File: config.mk
export PLATFORM = sky130hd
export DESIGN_NAME = icache_ctrl
export DESIGN_NICKNAME = d
export VERILOG_FILES = /design/src/rtl/cpu_types_pkg.sv /design/src/rtl/icache_frame_array.sv /design/src/rtl/icache_ctrl.sv
export SDC_FILE = /design/constraint.sdc
export NUM_CORES = 1
export LEC_CHECK = 0
export BUFFER_PORTS_ARGS = -buffer_cell sky130_fd_sc_hd__buf_2
export CAP_MARGIN = 5
export CORE_MARGIN = 2
export CORE_UTILIZATION = 52
export CTS_CLUSTER_SIZE = 25
export DETAILED_ROUTE_END_ITERATION = 10
export GPL_ROUTABILITY_DRIVEN = 0
export GPL_TIMING_DRIVEN = 0
export PLACE_DENSITY = 0.66
export SLEW_MARGIN = 20
export SYNTH_ARGS = -nofsm -noshare
export SYNTH_HDL_FRONTEND = slang
export SYNTH_HIERARCHICAL = 1
export SYNTH_SLANG_ARGS = --single-unit
File: constraint.sdc
create_clock -name CLK -period 6.1 [get_ports CLK]
set_clock_uncertainty 0.2 [all_clocks]
set_input_delay 1.22 -clock CLK [delete_from_list [all_inputs] [get_ports CLK]]
set_output_delay 1.22 -clock CLK [all_outputs]
set_load 0.05 [all_outputs]
File: src/rtl/cpu_types_pkg.sv
// cpu_types_pkg: shared word and instruction-cache address field types
package cpu_types_pkg;
   localparam int IIDX_W = 4;
   localparam int ITAG_W = 32 - 2 - IIDX_W;
   typedef logic [31:0] word_t;
   typedef struct packed {
      logic [ITAG_W-1:0] tag;
      logic [IIDX_W-1:0] idx;
      logic [1:0]        bytoff;
   } icachef_t;
endpackage

File: src/rtl/icache_frame_array.sv
// icache_frame_array: direct-mapped valid/tag/data frames, one write port, one combinational read port
module icache_frame_array import cpu_types_pkg::*; #(
   parameter int IDX_W = IIDX_W,
   parameter int TAG_W = ITAG_W
) (
   input  logic             clk,
   input  logic             rst,
   input  logic             clr,
   input  logic             we,
   input  logic [IDX_W-1:0] widx,
   input  logic [TAG_W-1:0] wtag,
   input  word_t            wdata,
   input  logic [IDX_W-1:0] ridx,
   output logic             rvalid,
   output logic [TAG_W-1:0] rtag,
   output word_t            rdata
);
   localparam int N = 1 << IDX_W;
   logic [N-1:0] valid_q, valid_d;
   logic [TAG_W-1:0] tag_q [N];
   word_t data_q [N];
   // a clear-all in the same cycle as a write wins over the write
   always_comb begin
      valid_d = valid_q;
      if (we) valid_d[widx] = 1'b1;
      if (clr) valid_d = '0;
   end
   always_ff @(posedge clk) begin
      if (rst) valid_q <= '0;
      else valid_q <= valid_d;
   end
   always_ff @(posedge clk) begin
      if (we && !clr) begin
         tag_q[widx]  <= wtag;
         data_q[widx] <= wdata;
      end
   end
   assign rvalid = valid_q[ridx];
   assign rtag   = tag_q[ridx];
   assign rdata  = data_q[ridx];
endmodule

File: src/rtl/icache_ctrl.sv
// icache_ctrl: read-only direct-mapped instruction cache with single-word refill and forwarding
module icache_ctrl import cpu_types_pkg::*; #(
   parameter int SETS = 1 << IIDX_W
) (
   input  logic        CLK,
   input  logic        nRST,
   input  logic        imemREN,
   input  logic [31:0] imemaddr,
   output logic        ihit,
   output logic [31:0] imemload,
   input  logic        iflush,
   output logic        iREN,
   output logic [31:0] iaddr,
   input  logic        iwait,
   input  logic [31:0] iload,
   output logic [31:0] hit_count,
   output logic [31:0] miss_count
);
   localparam int IDX_W = $clog2(SETS);
   localparam int TAG_W = 30 - IDX_W;
   localparam logic [0:0] IDLE = 1'b0, FETCH = 1'b1;
   logic [0:0] state_q, state_d;
   logic [29:0] addr_q, addr_d;
   word_t hit_q, hit_d, miss_q, miss_d;
   logic rvalid, hit_i, miss, fill, fwd;
   logic [TAG_W-1:0] rtag;
   word_t rdata;
   icache_frame_array #(.IDX_W(IDX_W), .TAG_W(TAG_W)) u_frames (
      .clk(CLK), .rst(nRST), .clr(iflush), .we(fill),
      .widx(addr_q[IDX_W-1:0]), .wtag(addr_q[29:IDX_W]), .wdata(iload),
      .ridx(imemaddr[1+IDX_W:2]), .rvalid(rvalid), .rtag(rtag), .rdata(rdata)
   );
   assign hit_i = !nRST && state_q == IDLE && imemREN && rvalid && rtag == imemaddr[31:2+IDX_W];
   assign miss  = !nRST && state_q == IDLE && imemREN && !hit_i;
   assign fill  = !nRST && state_q == FETCH && !iwait && !iflush;
   // only the address still being requested may take the returning word
   assign fwd   = fill && imemREN && imemaddr[31:2] == addr_q;
   always_comb begin
      state_d = state_q == FETCH ? ((iwait && !iflush) ? FETCH : IDLE) : (miss ? FETCH : IDLE);
      addr_d  = miss ? imemaddr[31:2] : addr_q;
      hit_d   = hit_q + 32'(hit_i);
      miss_d  = miss_q + 32'(miss);
   end
   always_ff @(posedge CLK) begin
      if (nRST) begin
         state_q <= IDLE;
         addr_q  <= '0;
         hit_q   <= '0;
         miss_q  <= '0;
      end else begin
         state_q <= state_d;
         addr_q  <= addr_d;
         hit_q   <= hit_d;
         miss_q  <= miss_d;
      end
   end
   assign ihit       = hit_i || fwd;
   assign imemload   = fwd ? iload : hit_i ? rdata : '0;
   assign iREN       = !nRST && state_q == FETCH;
   assign iaddr      = iREN ? {addr_q, 2'b00} : '0;
   assign hit_count  = hit_q;
   assign miss_count = miss_q;
endmodule

==> flow_summary.json <==
{
  "outcome": "finished clean",
  "rrSetupSlack_ns": 0.98,
  "grt_usage": 0.251,
  "final.fill_count": 5435,
  "post-route-drc-count": 0,
  "drt-wirelength-per-cell_um": 27.8,
  "via_per_inst": 6.07,
  "first_pass_iters": 6,
  "synth_top_area_frac": 0.683,
  "synth.cell_area_um2": 40800,
  "pwr-share-seq": 0.527,
  "arrival_ns": 4.64,
  "worstPathRequired_ns": 4.68,
  "synth_flop_cell": "edfxtp_1",
  "worst_slew_pin_slew_ns": 0.950,
  "place_ws_ns": -1.45,
  "path_max_fanout": 10,
  "min_path_type": "register to register",
  "period_share": 0.993,
  "synth_edf_count": 928,
  "cts.hold.buffers_added": 0,
  "die_w_um": 284,
  "worst_skew_pair.late_latency_ns": 0.67,
  "cts_tree": "yes",
  "grt_pass1_vias": 22400,
  "peakVddDrop_uv": 317,
  "synth_async_sr_flop_share": 0,
  "ys.warnings.count": 6,
  "pwr-share-comb": 0.045,
  "start_util": 0.525,
  "yosysSeqAreaShare": 0.738,
  "clockPowerShare": 0.428,
  "synth.distinct_cells": 47,
  "grt_remaining_overflow": 0,
  "cts_made_buffers": 104,
  "antenna_left": 0,
  "portBuffers": 194,
  "ios": 199,
  "grt_pass1_wl_um": 148000,
  "hold_violations": 0,
  "clock-sinks": 1039,
  "syn_to_final_growth_pct": 19.1,
  "finalWirelength_um": 101000,
  "core_um2": 77600,
  "grt_max_degree": 20,
  "p_int_uw": 11700,
  "clockBufferDepth": 3,
  "p_per_area_nw_per_um2": 306,
  "cts_root_buf": "clkbuf_16",
  "crit_type": "primary input to primary output",
  "clk_pin_slew_worst_paths_ns": 0.06,
  "finalMaxSlewViolations": 0,
  "avgSynthCellArea_um2": 19.1,
  "h-tree-depth": 3,
  "critPathCaptureType": "primary output",
  "die-height_um": 284,
  "synth_common_cells": "928 x edfxtp_1, 236 x mux4_2, 118 x a22oi_1",
  "p_leak_uw": 0.0165,
  "yosysMostFrequentCell": "edfxtp_1",
  "setup_violations": 0,
  "rows": 102,
  "maxSlewHeadroom": 0.367,
  "dieArea_um2": 80700,
  "final_util": 0.626,
  "synthCells": 2130,
  "finalCriticalPeriod_ns": 6.06,
  "fmax_mhz": 165,
  "nNetsFinal": 2572,
  "layout-drive-gt1-share": 0.299,
  "synth.largest_area_cell": "edfxtp_1",
  "dp_hpwl_um": 66700,
  "synth_seq_cells": 1039,
  "synth_area_leaders": "edfxtp_1 68%, mux4_2 13%, dfxtp_1 5.4%, a22oi_1 2.2%, xnor2_1 1.2%",
  "p_sw_frac": 0.211,
  "first_iter_violations": 2427,
  "power.switching_uw": 3140,
  "worstSetupStartpointType": "primary input",
  "setup_slack_ns": 0.0443,
  "drv_cap": 0,
  "grt_antenna_before_repair": 6,
  "vias": 22000
}
[power groups by stage]
stage               registers, uW  clock network [uW]  logic (uW)
floorplan                    7960                   0         396
global placement             7980                   0         625
finish                       7840                6370         676
detailed placement           7990                   0         645
global route                 7850                6730         720
CTS                          7840                6460         669
[layout by cell type, fill, tap and decap left out, drive strengths merged, types with 5 or more instances in the layout]
master | Yosys | final
clkinv | 0 | 49
o21ai | 13 | 13
a21oi | 26 | 26
a31oi | 5 | 5
a22oi | 118 | 118
nor3 | 10 | 10
nor4 | 22 | 22
buf | 54 | 315
and3 | 9 | 9
nand2b | 64 | 64
inv | 11 | 14
nor2 | 87 | 87
or3 | 14 | 14
xor2 | 45 | 45
dfxtp | 111 | 111
mux4 | 236 | 236
bufinv | 0 | 11
and2 | 31 | 31
a22o | 32 | 32
edfxtp | 928 | 928
nand4 | 22 | 22
clkbuf | 64 | 188
mux2i | 30 | 30
and4 | 6 | 6
xnor2 | 57 | 57
nor2b | 11 | 11
nand2 | 79 | 79
ha | 5 | 5
nand3 | 22 | 22
[worst paths after layout]
check	to	cells past startpoint	startpoint
setup reg to reg	miss_count[26]	19	u_frames/tag_q[3][18]
setup / recovery	imemload[17]	14	imemaddr[3]
hold reg to reg	u_frames/valid_q[14]	2	u_frames/valid_q[14]
hold / removal	u_frames/valid_q[14]	2	u_frames/valid_q[14]
[stage by stage]
step	cell area, um^2	std cells	power, uW	hold WS (ns)	setup TNS, ns
global placement	43100	3365	8610	0.244	-2783.66
floorplan	40800	2131	8360	0.231	0
CTS	48300	3613	15000	0.271	0
finish	48600	3626	14900	0.271	0
detailed placement	44500	3418	8640	0.256	-106.24
global route	48600	3625	15300	0.322	-0.0696
[layer usage]
| layer | part of all wire | wire [um] | up-vias | track usage |
|---|---|---|---|---|
| met5 | 0.00056 | 56 | - | 0 |
| met4 | 0.025 | 2480 | 8 | 0.0676 |
| met3 | 0.081 | 8140 | 181 | 0.0580 |
| met2 | 0.50 | 50200 | 979 | 0.418 |
| met1 | 0.40 | 40000 | 11500 | 0.334 |
| li1 | - | - | 9360 | - |
[final cells by class]
| type | count | area [um^2] | share of cell area |
|---|---|---|---|
| Buffer | 117 | 890 | 0.0183 |
| Clock buffer | 126 | 2760 | 0.0568 |
| Clock inverter | 66 | 688 | 0.0142 |
| Antenna cell | 2 | 5.00 | 0.000103 |
| Tap cell | 1040 | 1300 | 0.0268 |
| Sequential cell | 1039 | 30100 | 0.619 |
| Multi-Input combinational cell | 963 | 10300 | 0.212 |
| Timing Repair Buffer | 262 | 2520 | 0.0520 |
| Inverter | 11 | 41.3 | 0.000850 |
[state kept, by name, indices dropped and copies added (netlist names)]
name / count
state_q: 1
u_frames/data_q: 512
addr_q: 30
u_frames/valid_q: 16
hit_count: 32
u_frames/tag_q: 416
miss_count: 32
[logic make-up after synthesis]
group	Yosys count	synth area share
AOI/OAI and AO/OA	196	0.0346
muxes	266	0.138
other	1	0.0000920
and+or+nand+nor	392	0.0504
DFF	1039	0.738
buffers and inverters	129	0.0158
xor gates and xnor gates	102	0.0219
adders and majority gates	5	0.00153
[worst max-delay path: stages]
cell	delay (ns)
buf_2	0.21
buf_4	0.28
clkbuf_8	0.24
mux4_2	0.32
a22oi_1	0.23
nand2_1	0.13
xor2_1	0.22
or4_4	0.56
nor3_4	0.23
and3_4	0.29
buf_12	0.16
buf_12	0.15
a22o_1	0.19
buf_6	0.17
[timing repair]
item | CTS | global route
endpoints found under the hold margin | 0 | 0
pin swaps | 2 | 3
setup buffers | 4 | 11
endpoints found under the setup margin | 86 | 36
resized for setup | 123 | 52
(Power assumes the default switching activity.)
